`src/rtl/branch_resolve_unit_if.sv`:
```
// Branch/condition-code bus between the decoder/fetch side (master) and
// branch_resolve_unit (slave).
//   master drives: pc_inc_in, br_valid_in, br_{n,z,p}_in, br_offset_in,
//                  cc_state_in, cc_busy_in, flush_in
//   slave drives : br_ready_out, br_done_out, taken_out, pc_ctl_out, pc_out,
//                  err_out, taken_cnt_out
interface branch_resolve_unit_if;
  logic        pc_inc_in;
  logic        br_valid_in;
  logic        br_n_in;
  logic        br_z_in;
  logic        br_p_in;
  logic [8:0]  br_offset_in;
  logic [2:0]  cc_state_in;
  logic        cc_busy_in;
  logic        flush_in;
  logic        br_ready_out;
  logic        br_done_out;
  logic        taken_out;
  logic [1:0]  pc_ctl_out;
  logic [15:0] pc_out;
  logic        err_out;
  logic [7:0]  taken_cnt_out;

  modport master (
    output pc_inc_in, br_valid_in, br_n_in, br_z_in, br_p_in, br_offset_in,
           cc_state_in, cc_busy_in, flush_in,
    input  br_ready_out, br_done_out, taken_out, pc_ctl_out, pc_out,
           err_out, taken_cnt_out
  );

  modport slave (
    input  pc_inc_in, br_valid_in, br_n_in, br_z_in, br_p_in, br_offset_in,
           cc_state_in, cc_busy_in, flush_in,
    output br_ready_out, br_done_out, taken_out, pc_ctl_out, pc_out,
           err_out, taken_cnt_out
  );
endinterface

```
`src/rtl/branch_resolve_unit.sv`:
```
// Branch resolve unit: owns the 16-bit PC, resolves conditional branches
// against the registered NZP condition-code state, and stalls while a
// condition-code write is pending (with a WAIT_MAX timeout).
//   clka     : clock, rising edge
//   reset_in : asynchronous active-high reset
//   bus      : branch_resolve_unit_if.slave (branch request, CC state,
//              PC/status outputs)
module branch_resolve_unit #(
  parameter logic [15:0] RESET_PC = 16'h3000,
  parameter int          WAIT_MAX = 8
) (
  input logic                  clka,
  input logic                  reset_in,
  branch_resolve_unit_if.slave bus
);

  localparam logic [7:0] WAIT_MAX_C = 8'(WAIT_MAX);

  typedef enum logic [1:0] {S_IDLE, S_WAIT, S_RES} state_t;

  state_t      state_q;
  logic [15:0] pc_q;
  logic [2:0]  mask_q;
  logic [8:0]  off_q;
  logic [7:0]  wcnt_q;
  logic        forced_q;
  logic        ready_q, done_q, taken_q, err_q;
  logic [1:0]  ctl_q;
  logic [7:0]  tcnt_q;

  logic [2:0]  cc_oh;
  logic        taken_d;
  logic [15:0] off_sext;
  logic [7:0]  wcnt_d;

  // Anything other than a clean one-hot code is treated as "no flags set".
  always_comb begin
    cc_oh = 3'b000;
    if (bus.cc_state_in == 3'b100 || bus.cc_state_in == 3'b010 ||
        bus.cc_state_in == 3'b001)
      cc_oh = bus.cc_state_in;
  end

  assign taken_d  = (mask_q == 3'b111) | (|(mask_q & cc_oh));
  assign off_sext = {{7{off_q[8]}}, off_q};
  assign wcnt_d   = wcnt_q + 8'd1;

  always_ff @(posedge clka or posedge reset_in) begin
    if (reset_in) begin
      state_q  <= S_IDLE;
      pc_q     <= RESET_PC;
      mask_q   <= 3'b000;
      off_q    <= 9'h000;
      wcnt_q   <= 8'h00;
      forced_q <= 1'b0;
      ready_q  <= 1'b1;
      done_q   <= 1'b0;
      taken_q  <= 1'b0;
      err_q    <= 1'b0;
      ctl_q    <= 2'b00;
      tcnt_q   <= 8'h00;
    end else begin
      // Pulse outputs default low every cycle.
      done_q  <= 1'b0;
      taken_q <= 1'b0;
      err_q   <= 1'b0;
      ctl_q   <= 2'b00;
      case (state_q)
        S_IDLE: begin
          // Increment lands first; a branch accepted this cycle adds its
          // offset to the incremented PC when it resolves.
          if (bus.pc_inc_in) pc_q <= pc_q + 16'd1;
          if (bus.br_valid_in && !bus.flush_in) begin
            mask_q   <= {bus.br_n_in, bus.br_z_in, bus.br_p_in};
            off_q    <= bus.br_offset_in;
            forced_q <= 1'b0;
            wcnt_q   <= 8'h00;
            ready_q  <= 1'b0;
            state_q  <= bus.cc_busy_in ? S_WAIT : S_RES;
          end
        end
        S_WAIT: begin
          if (bus.flush_in) begin
            wcnt_q  <= 8'h00;
            ready_q <= 1'b1;
            state_q <= S_IDLE;
          end else if (!bus.cc_busy_in) begin
            wcnt_q  <= 8'h00;
            state_q <= S_RES;
          end else if (wcnt_d == WAIT_MAX_C) begin
            // Give up waiting; resolve against whatever CC state is present.
            wcnt_q   <= 8'h00;
            err_q    <= 1'b1;
            forced_q <= 1'b1;
            state_q  <= S_RES;
          end else begin
            wcnt_q <= wcnt_d;
          end
        end
        S_RES: begin
          ready_q <= 1'b1;
          state_q <= S_IDLE;
          if (!bus.flush_in) begin
            done_q  <= 1'b1;
            taken_q <= taken_d;
            if (taken_d) begin
              pc_q  <= pc_q + off_sext;
              ctl_q <= forced_q ? 2'b10 : 2'b01;
              if (tcnt_q != 8'hFF) tcnt_q <= tcnt_q + 8'd1;
            end
          end
        end
        default: begin
          ready_q <= 1'b1;
          state_q <= S_IDLE;
        end
      endcase
    end
  end

  assign bus.br_ready_out  = ready_q;
  assign bus.br_done_out   = done_q;
  assign bus.taken_out     = taken_q;
  assign bus.pc_ctl_out    = ctl_q;
  assign bus.pc_out        = pc_q;
  assign bus.err_out       = err_q;
  assign bus.taken_cnt_out = tcnt_q;

endmodule
```
`src/flat_wrapper.sv`:
```
// flat-port wrapper written by rule: the top's interface ports become plain ports
module branch_resolve_unit_flat 
#(
  parameter logic [15:0] RESET_PC = 16'h3000,
  parameter int          WAIT_MAX = 8
)
  (clka, reset_in, bus_pc_inc_in, bus_br_valid_in, bus_br_n_in, bus_br_z_in, bus_br_p_in, bus_br_offset_in, bus_cc_state_in, bus_cc_busy_in, bus_flush_in, bus_br_ready_out, bus_br_done_out, bus_taken_out, bus_pc_ctl_out, bus_pc_out, bus_err_out, bus_taken_cnt_out);
  branch_resolve_unit_if bus_i ();
  input logic clka;
  input logic reset_in;
  input wire logic [$bits(bus_i.pc_inc_in)-1:0] bus_pc_inc_in;
  input wire logic [$bits(bus_i.br_valid_in)-1:0] bus_br_valid_in;
  input wire logic [$bits(bus_i.br_n_in)-1:0] bus_br_n_in;
  input wire logic [$bits(bus_i.br_z_in)-1:0] bus_br_z_in;
  input wire logic [$bits(bus_i.br_p_in)-1:0] bus_br_p_in;
  input wire logic [$bits(bus_i.br_offset_in)-1:0] bus_br_offset_in;
  input wire logic [$bits(bus_i.cc_state_in)-1:0] bus_cc_state_in;
  input wire logic [$bits(bus_i.cc_busy_in)-1:0] bus_cc_busy_in;
  input wire logic [$bits(bus_i.flush_in)-1:0] bus_flush_in;
  output wire logic [$bits(bus_i.br_ready_out)-1:0] bus_br_ready_out;
  output wire logic [$bits(bus_i.br_done_out)-1:0] bus_br_done_out;
  output wire logic [$bits(bus_i.taken_out)-1:0] bus_taken_out;
  output wire logic [$bits(bus_i.pc_ctl_out)-1:0] bus_pc_ctl_out;
  output wire logic [$bits(bus_i.pc_out)-1:0] bus_pc_out;
  output wire logic [$bits(bus_i.err_out)-1:0] bus_err_out;
  output wire logic [$bits(bus_i.taken_cnt_out)-1:0] bus_taken_cnt_out;
  assign bus_i.pc_inc_in = bus_pc_inc_in;
  assign bus_i.br_valid_in = bus_br_valid_in;
  assign bus_i.br_n_in = bus_br_n_in;
  assign bus_i.br_z_in = bus_br_z_in;
  assign bus_i.br_p_in = bus_br_p_in;
  assign bus_i.br_offset_in = bus_br_offset_in;
  assign bus_i.cc_state_in = bus_cc_state_in;
  assign bus_i.cc_busy_in = bus_cc_busy_in;
  assign bus_i.flush_in = bus_flush_in;
  assign bus_br_ready_out = bus_i.br_ready_out;
  assign bus_br_done_out = bus_i.br_done_out;
  assign bus_taken_out = bus_i.taken_out;
  assign bus_pc_ctl_out = bus_i.pc_ctl_out;
  assign bus_pc_out = bus_i.pc_out;
  assign bus_err_out = bus_i.err_out;
  assign bus_taken_cnt_out = bus_i.taken_cnt_out;
  branch_resolve_unit #(.RESET_PC(RESET_PC), .WAIT_MAX(WAIT_MAX)) u_core (.clka(clka), .reset_in(reset_in), .bus(bus_i));
endmodule
```
`config.mk`:
```
export PLATFORM = sky130hd
export DESIGN_NAME = branch_resolve_unit_flat
export DESIGN_NICKNAME = d
export VERILOG_FILES = /design/src/rtl/branch_resolve_unit_if.sv /design/src/rtl/branch_resolve_unit.sv /design/src/flat_wrapper.sv
export SDC_FILE = /design/constraint.sdc
export NUM_CORES = 1
export LEC_CHECK = 0
export ABC_AREA = 1
export BUFFER_PORTS_ARGS = -buffer_cell sky130_fd_sc_hd__buf_4
export CAP_MARGIN = 20
export CORE_MARGIN = 2
export CORE_UTILIZATION = 61
export DETAILED_ROUTE_END_ITERATION = 10
export GPL_ROUTABILITY_DRIVEN = 1
export PLACE_DENSITY_LB_ADDON = 0.2
export SETUP_SLACK_MARGIN = 0.1
export SYNTH_ARGS = -nofsm -noshare
export SYNTH_HDL_FRONTEND = slang
export SYNTH_SLANG_ARGS = --single-unit
```
`constraint.sdc`:
```
create_clock -name clka -period 6.1 [get_ports clka]
set_input_delay 0.305 -clock clka [delete_from_list [all_inputs] [get_ports clka]]
set_output_delay 0.305 -clock clka [all_outputs]
set_load 0.01 [all_outputs]
```
# Yosys cells after proc, flatten, opt, wreduce, memory -nomap -nowiden
# Cells that the tools add are included.
totals:
  out_inout_bits: 30
  wordCells: 86
  inputBits: 21
  ff_bits: 53
classes:
  n_eq_ne: 17
  mux: 35
  bitwise: 3
  addsub: 4
  reduce_logical: 15
op_table:
  columns: ["cell", "count"]
  rows:
  - ["$mux 16", 3]
  - ["$mux 8", 4]
  - ["$pmux 16 s2", 1]
  - ["$mux 2", 9]
  - ["$add 16x1->16 const B", 1]
  - ["$add 16x16->16", 1]
  - ["$add 8x1->8 const B", 2]
  - ["$pmux 8 s2", 1]
  - ["$mux 1", 13]
  - ["$ne 2x2->1 const B", 5]
  - ["$eq 8x4->1 const B", 1]
  - ["$ne 8x8->1 const B", 1]
  - ["$reduce_and 2->1", 4]
  - ["$reduce_and 4->1", 2]
  - ["$eq 3x3->1 const B", 2]
  - ["$ne 2x1->1 const B", 3]
  - ["$reduce_and 5->1", 1]
  - ["$ne 4x3->1 const B", 1]
  - ["$pmux 1 s2", 2]
  - ["$pmux 2 s2", 1]
  - ["$reduce_bool 2->1", 2]
  - ["$and 3x3->3", 1]
  - ["$eq 3x1->1 const B", 1]
  - ["$eq 3x2->1 const B", 1]
  - ["other kinds (10)", 11]

# Longest topological paths before layout
depth:
  depth_word: 10
  ltp_mapped: 17
  mapped_depth_nobuf: 16

# Worst setup path before layout
# Ideal clock, no wire load.
synth_path:
  path_type: "flip-flop to flip-flop"
  from: "reg u_core.state_q[1]"
  to: "reg u_core.pc_q[14] (netlist: u_core.bus.pc_out[14])"
  setup_time_ns: 0.118
  period_less_slack_ns: 2.149
  path_stages_with_launch: 18
  required_time_ns: 5.982
  t_arrival_ns: 2.032
  setup_slack_ns: 3.951
  path_buffers: 1
  cell_sequence: "dfrtp_1 > buf_4 > inv_2 > nor2_1 > nand2_1 > ha_1 > inv_1 > fa_1 > o21ai_1 > nand2_1 > nand2_1 > nand2_1 > nand2_1 > nand2_1 > nand2_1 > nand2_1 > nand3_1 > nand2_1"
synth_between:
  elab_chain_cells: 3
  word_cells_on_any_way: 8
  cone_classes: "4 x eq/ne; 1 x mux; 3 x reduce/logical"
synth_rtl:
  columns: ["element", "line", "rtl"]
  rows:
  - ["from (decl)", "branch_resolve_unit.sv:21", "state_t state_q;"]
  - ["from (signal assigned)", "branch_resolve_unit.sv:79", "state_q <= bus.cc_busy_in ? S_WAIT : S_RES;"]
  - ["$eq 2x2->1 / $logic_not 2->1 (equally long branches)", "branch_resolve_unit.sv:68", "case (state_q)"]
  - ["$ne 2x1->1 (no line), or another cell as far along", null, null]
  - ["$reduce_and 4->1 (no line)", null, null]
  - ["to (signal assigned)", "branch_resolve_unit.sv:72", "if (bus.pc_inc_in) pc_q <= pc_q + 16'd1;"]
  - ["to (signal assigned)", "branch_resolve_unit.sv:107", "pc_q <= pc_q + off_sext;"]
  - ["to (decl)", "branch_resolve_unit.sv:22", "logic [15:0] pc_q;"]
# Parallel ways exist; a longest one is shown, timed or not.
# A chain may end at the register's enable or synchronous reset.

# Worst setup path after layout
# Ends and elaborated chain as after synthesis.

==> results.json <==
{
  "hold_viol": 0,
  "cts.htree.levels": 2,
  "muxShareOfSynthArea": 0,
  "fill_cells": 420,
  "regToRegSetupSlack_ns": 3.65,
  "worstSetupStartpoint": "u_core.state_q[1]",
  "overflow": 0,
  "antenna_found_initial": 0,
  "worstSetupPathType": "flip-flop to flip-flop",
  "syn_inst": 409,
  "hp-class": "input pin to flip-flop",
  "ant_nets": 0,
  "detail_route.wl_per_cell_um": 13.1,
  "grt_usage": 0.259,
  "yosysSeqAreaShare": 0.423,
  "fin_tns_setup_ns": 0,
  "grt_max_degree": 54,
  "hpwl_um": 5140,
  "first_global_vias": 2591,
  "drv_slew": 0,
  "cts_tree": "yes",
  "core_mm2": 0.00504,
  "clk_path_buf_depth": 2,
  "areaGrowthSynthToFinish_pct": 16.9,
  "clk_latency_ns": 0.31,
  "multiInputGateArea_mm2": 0.00156,
  "post-synth-top-count-cell": "nand2_1",
  "fmax_ghz": 0.408,
  "grt_pass1_wl_um": 11200,
  "p_leak_uw": 0.00192,
  "cp.required_ns": 6.30,
  "period_share": 0.402,
  "worst_pin_slew_ns": 0.399,
  "clkSlewWorstSetupHoldPaths_ns": 0.09,
  "synth_area_mm2": 0.00315,
  "synth-simple-area-share": 0.301,
  "synth_edf_count": 0,
  "io_buffer_count": 50,
  "syn_avg_cell_area_um2": 7.69,
  "skew_ns": 0.00588,
  "drtIter0Drc": 141,
  "drive_gt1_frac": 0.216,
  "drt-total-wl_um": 6970,
  "synthAdderAreaFrac": 0.0461,
  "ys_ff_latch": 53,
  "post-route-min-period_ns": 2.45,
  "synthXorXnorAreaFrac": 0.0557,
  "powerDensity_mw_per_mm2": 326,
  "outcome": "finished, final reports clean",
  "async_flop_share": 1.00,
  "numClockSinks": 53,
  "syn-num-nets": 441,
  "path_common_cell": "nand2_1",
  "synth_area_leader_cell": "dfrtp_1",
  "ys_types": 36,
  "cts_resized": 0,
  "fp-row-count": 26,
  "min_from": "bus_flush_in",
  "synth_top_family_by_area": "simple AND/OR/NAND/NOR gates",
  "ys_warn_count": 0,
  "die_w_um": 75.8,
  "via_count": 2799,
  "cp_max_fo": 11,
  "num_antenna_cells": 0,
  "placedCellCount": 522,
  "yosysTopAreaCellShare": 0.398,
  "via_per_inst": 5.26,
  "cp_slowest_stage_delay_ns": 0.61,
  "fin_ws_ns": 3.65,
  "maxCapViolations": 0,
  "synth_commonest_cells": "118 x nand2_1, 50 x dfrtp_1, 47 x inv_1",
  "stdcell_area_mm2": 0.00368,
  "numCtsBuffers": 5,
  "floorplan.initialDensity": 0.624,
  "ir_drop_uv": 233,
  "drc": 0,
  "reg2reg_from": "u_core.state_q[1]",
  "seqCellArea_mm2": 0.00133,
  "post-place-ws_ns": 3.70,
  "worst_setup_path_end_kind": "flip-flop",
  "worst_hold_slack_ns": 0.172,
  "placed_cell_area_mm2": 0.00356,
  "rsz0062_at_grt": "false",
  "slew_headroom": 0.730,
  "finalNonFillerCells": 532,
  "fp.dieH_um": 75.8,
  "nNetsFinal": 493,
  "setup_viol": 0,
  "crit_chain": "nand2_4, nor2_1, inv_1, fa_1, o21ai_1, nand2_1, nand2_1, nand2_1, nand2_1, nand2_1, nand2_1, nand2_1, nand3_1, nand2_1",
  "cts_root_buffer": "clkbuf_8",
  "slowest_stage": "dfrtp_1",
  "ys.flop_type": "dfrtp_1",
  "die-area_mm2": 0.00575,
  "gp_congestion": 0.858,
  "io_pins": 51,
  "synth_compound_area_frac": 0.0922,
  "critPathArrivalTime_ns": 2.65,
  "drt_pass1_iterations": 4,
  "postCtsSetupBuffers": 0,
  "synthTopCellsByArea": "dfrtp_1 40%, nand2_1 14%, inv_1 5.6%",
  "start_kind": "flip-flop"
}
==> critical path: cells and delay by family, from the launching register on <==
family	cells	cell delay [ns]
adders and majority gates	1	0.43
buffers and inverters	1	0.08
DFF	1	0.61
AOI/OAI and AO/OA	1	0.26
and+or+nand+nor	11	0.96
==> registers in the layout, summed over array words and instances (netlist names) <==
register / cells
u_core.bus.taken_out: 1
u_core.bus.pc_ctl_out: 2
u_core.state_q: 2
u_core.bus.br_done_out: 1
u_core.off_q: 9
u_core.wcnt_q: 8
u_core.bus.err_out: 1
u_core.mask_q: 3
u_core.bus.pc_out: 16
u_core.bus.br_ready_out: 1
u_core.bus.taken_cnt_out: 8
u_core.forced_q: 1
==> report_power, final <==
group          switching [uW]  total (uW)  internal [uW]
clock network             116         196           79.9
logic                     278         484            206
registers                84.9         519            434
==> per-layer routing <==
metal  vias up  wire, um  track usage
met1      1311      3080        0.340
met2        75      3430        0.433
li1       1405         -            -
met4         0        76       0.0702
met3         8       375       0.0595
met5         -         0            0
==> path summary, 6_finish.rpt <==
| path | end | depth (start not counted) |
|---|---|---|
| setup / recovery | u_core.bus.pc_out[14] | 14 |
| hold / removal | u_core.bus.br_done_out | 2 |
| setup reg to reg | u_core.bus.pc_out[14] | 14 |
| hold reg to reg | u_core.bus.pc_ctl_out[0] | 1 |
| max in group asynchronous | u_core.bus.pc_out[12] | 4 |
| min in group asynchronous | u_core.off_q[3] | 3 |
==> layout by cell type (no fill, tap or decap) <==
cell / count
nand2_1: 118
buf_4: 50
dfrtp_1: 50
inv_1: 46
nor2_1: 27
o21ai_0: 24
nand3_1: 22
nand2_2: 15
o21ai_1: 14
xor2_1: 13
ha_1: 10
inv_2: 9
nand4_1: 9
nor2_2: 7
xnor2_1: 7
a21oi_1: 5
clkbuf_8: 5
dfstp_2: 3
nand3_2: 2
nand2_4: 2
a31oi_1: 2
o21bai_1: 2
nor3_1: 2
o22ai_1: 2
o41ai_1: 2
clkinv_2: 2
inv_4: 1
nor3b_1: 1
nand4_2: 1
nor2_4: 1
a22oi_1: 1
nor3_2: 1
or2_0: 1
a41o_1: 1
fa_1: 1
clkbuf_1: 1
dlygate4sd3_1: 1
buf_12: 1
==> cell type report <==
cell class	count	area share
clock buffer	6	0.0197
sequential	53	0.362
inverter	56	0.0578
multi-input combinational	293	0.424
timing repair buffer	52	0.110
clock inverter	2	0.00272
tap	70	0.0238
==> kinds of logic (layout without fill, tap and decap cells) <==
kind of cell | Yosys count | count (layout)
and+or+nand+nor | 209 | 209
xor gates and xnor gates | 20 | 20
adders and majority gates | 11 | 11
AOI/OAI and AO/OA | 53 | 53
DFF | 53 | 53
buffers and inverters | 63 | 116
==> what timing repair did <==
action / in CTS / in global routing
setup endpoints to repair: 0 / 0
hold buffers: 0 / 1
hold endpoints to repair: 0 / 10
==> per-stage QoR <==
| stage | utilization | power, uW |
|---|---|---|
| finish | 0.729 | 1200 |
| global route | 0.729 | 1290 |
| CTS | 0.723 | 1200 |
| detailed placement | 0.707 | 1000 |
| global placement | 0.707 | 985 |
| floorplan | - | 823 |
Note: power is estimated with default switching activity, not from simulation.
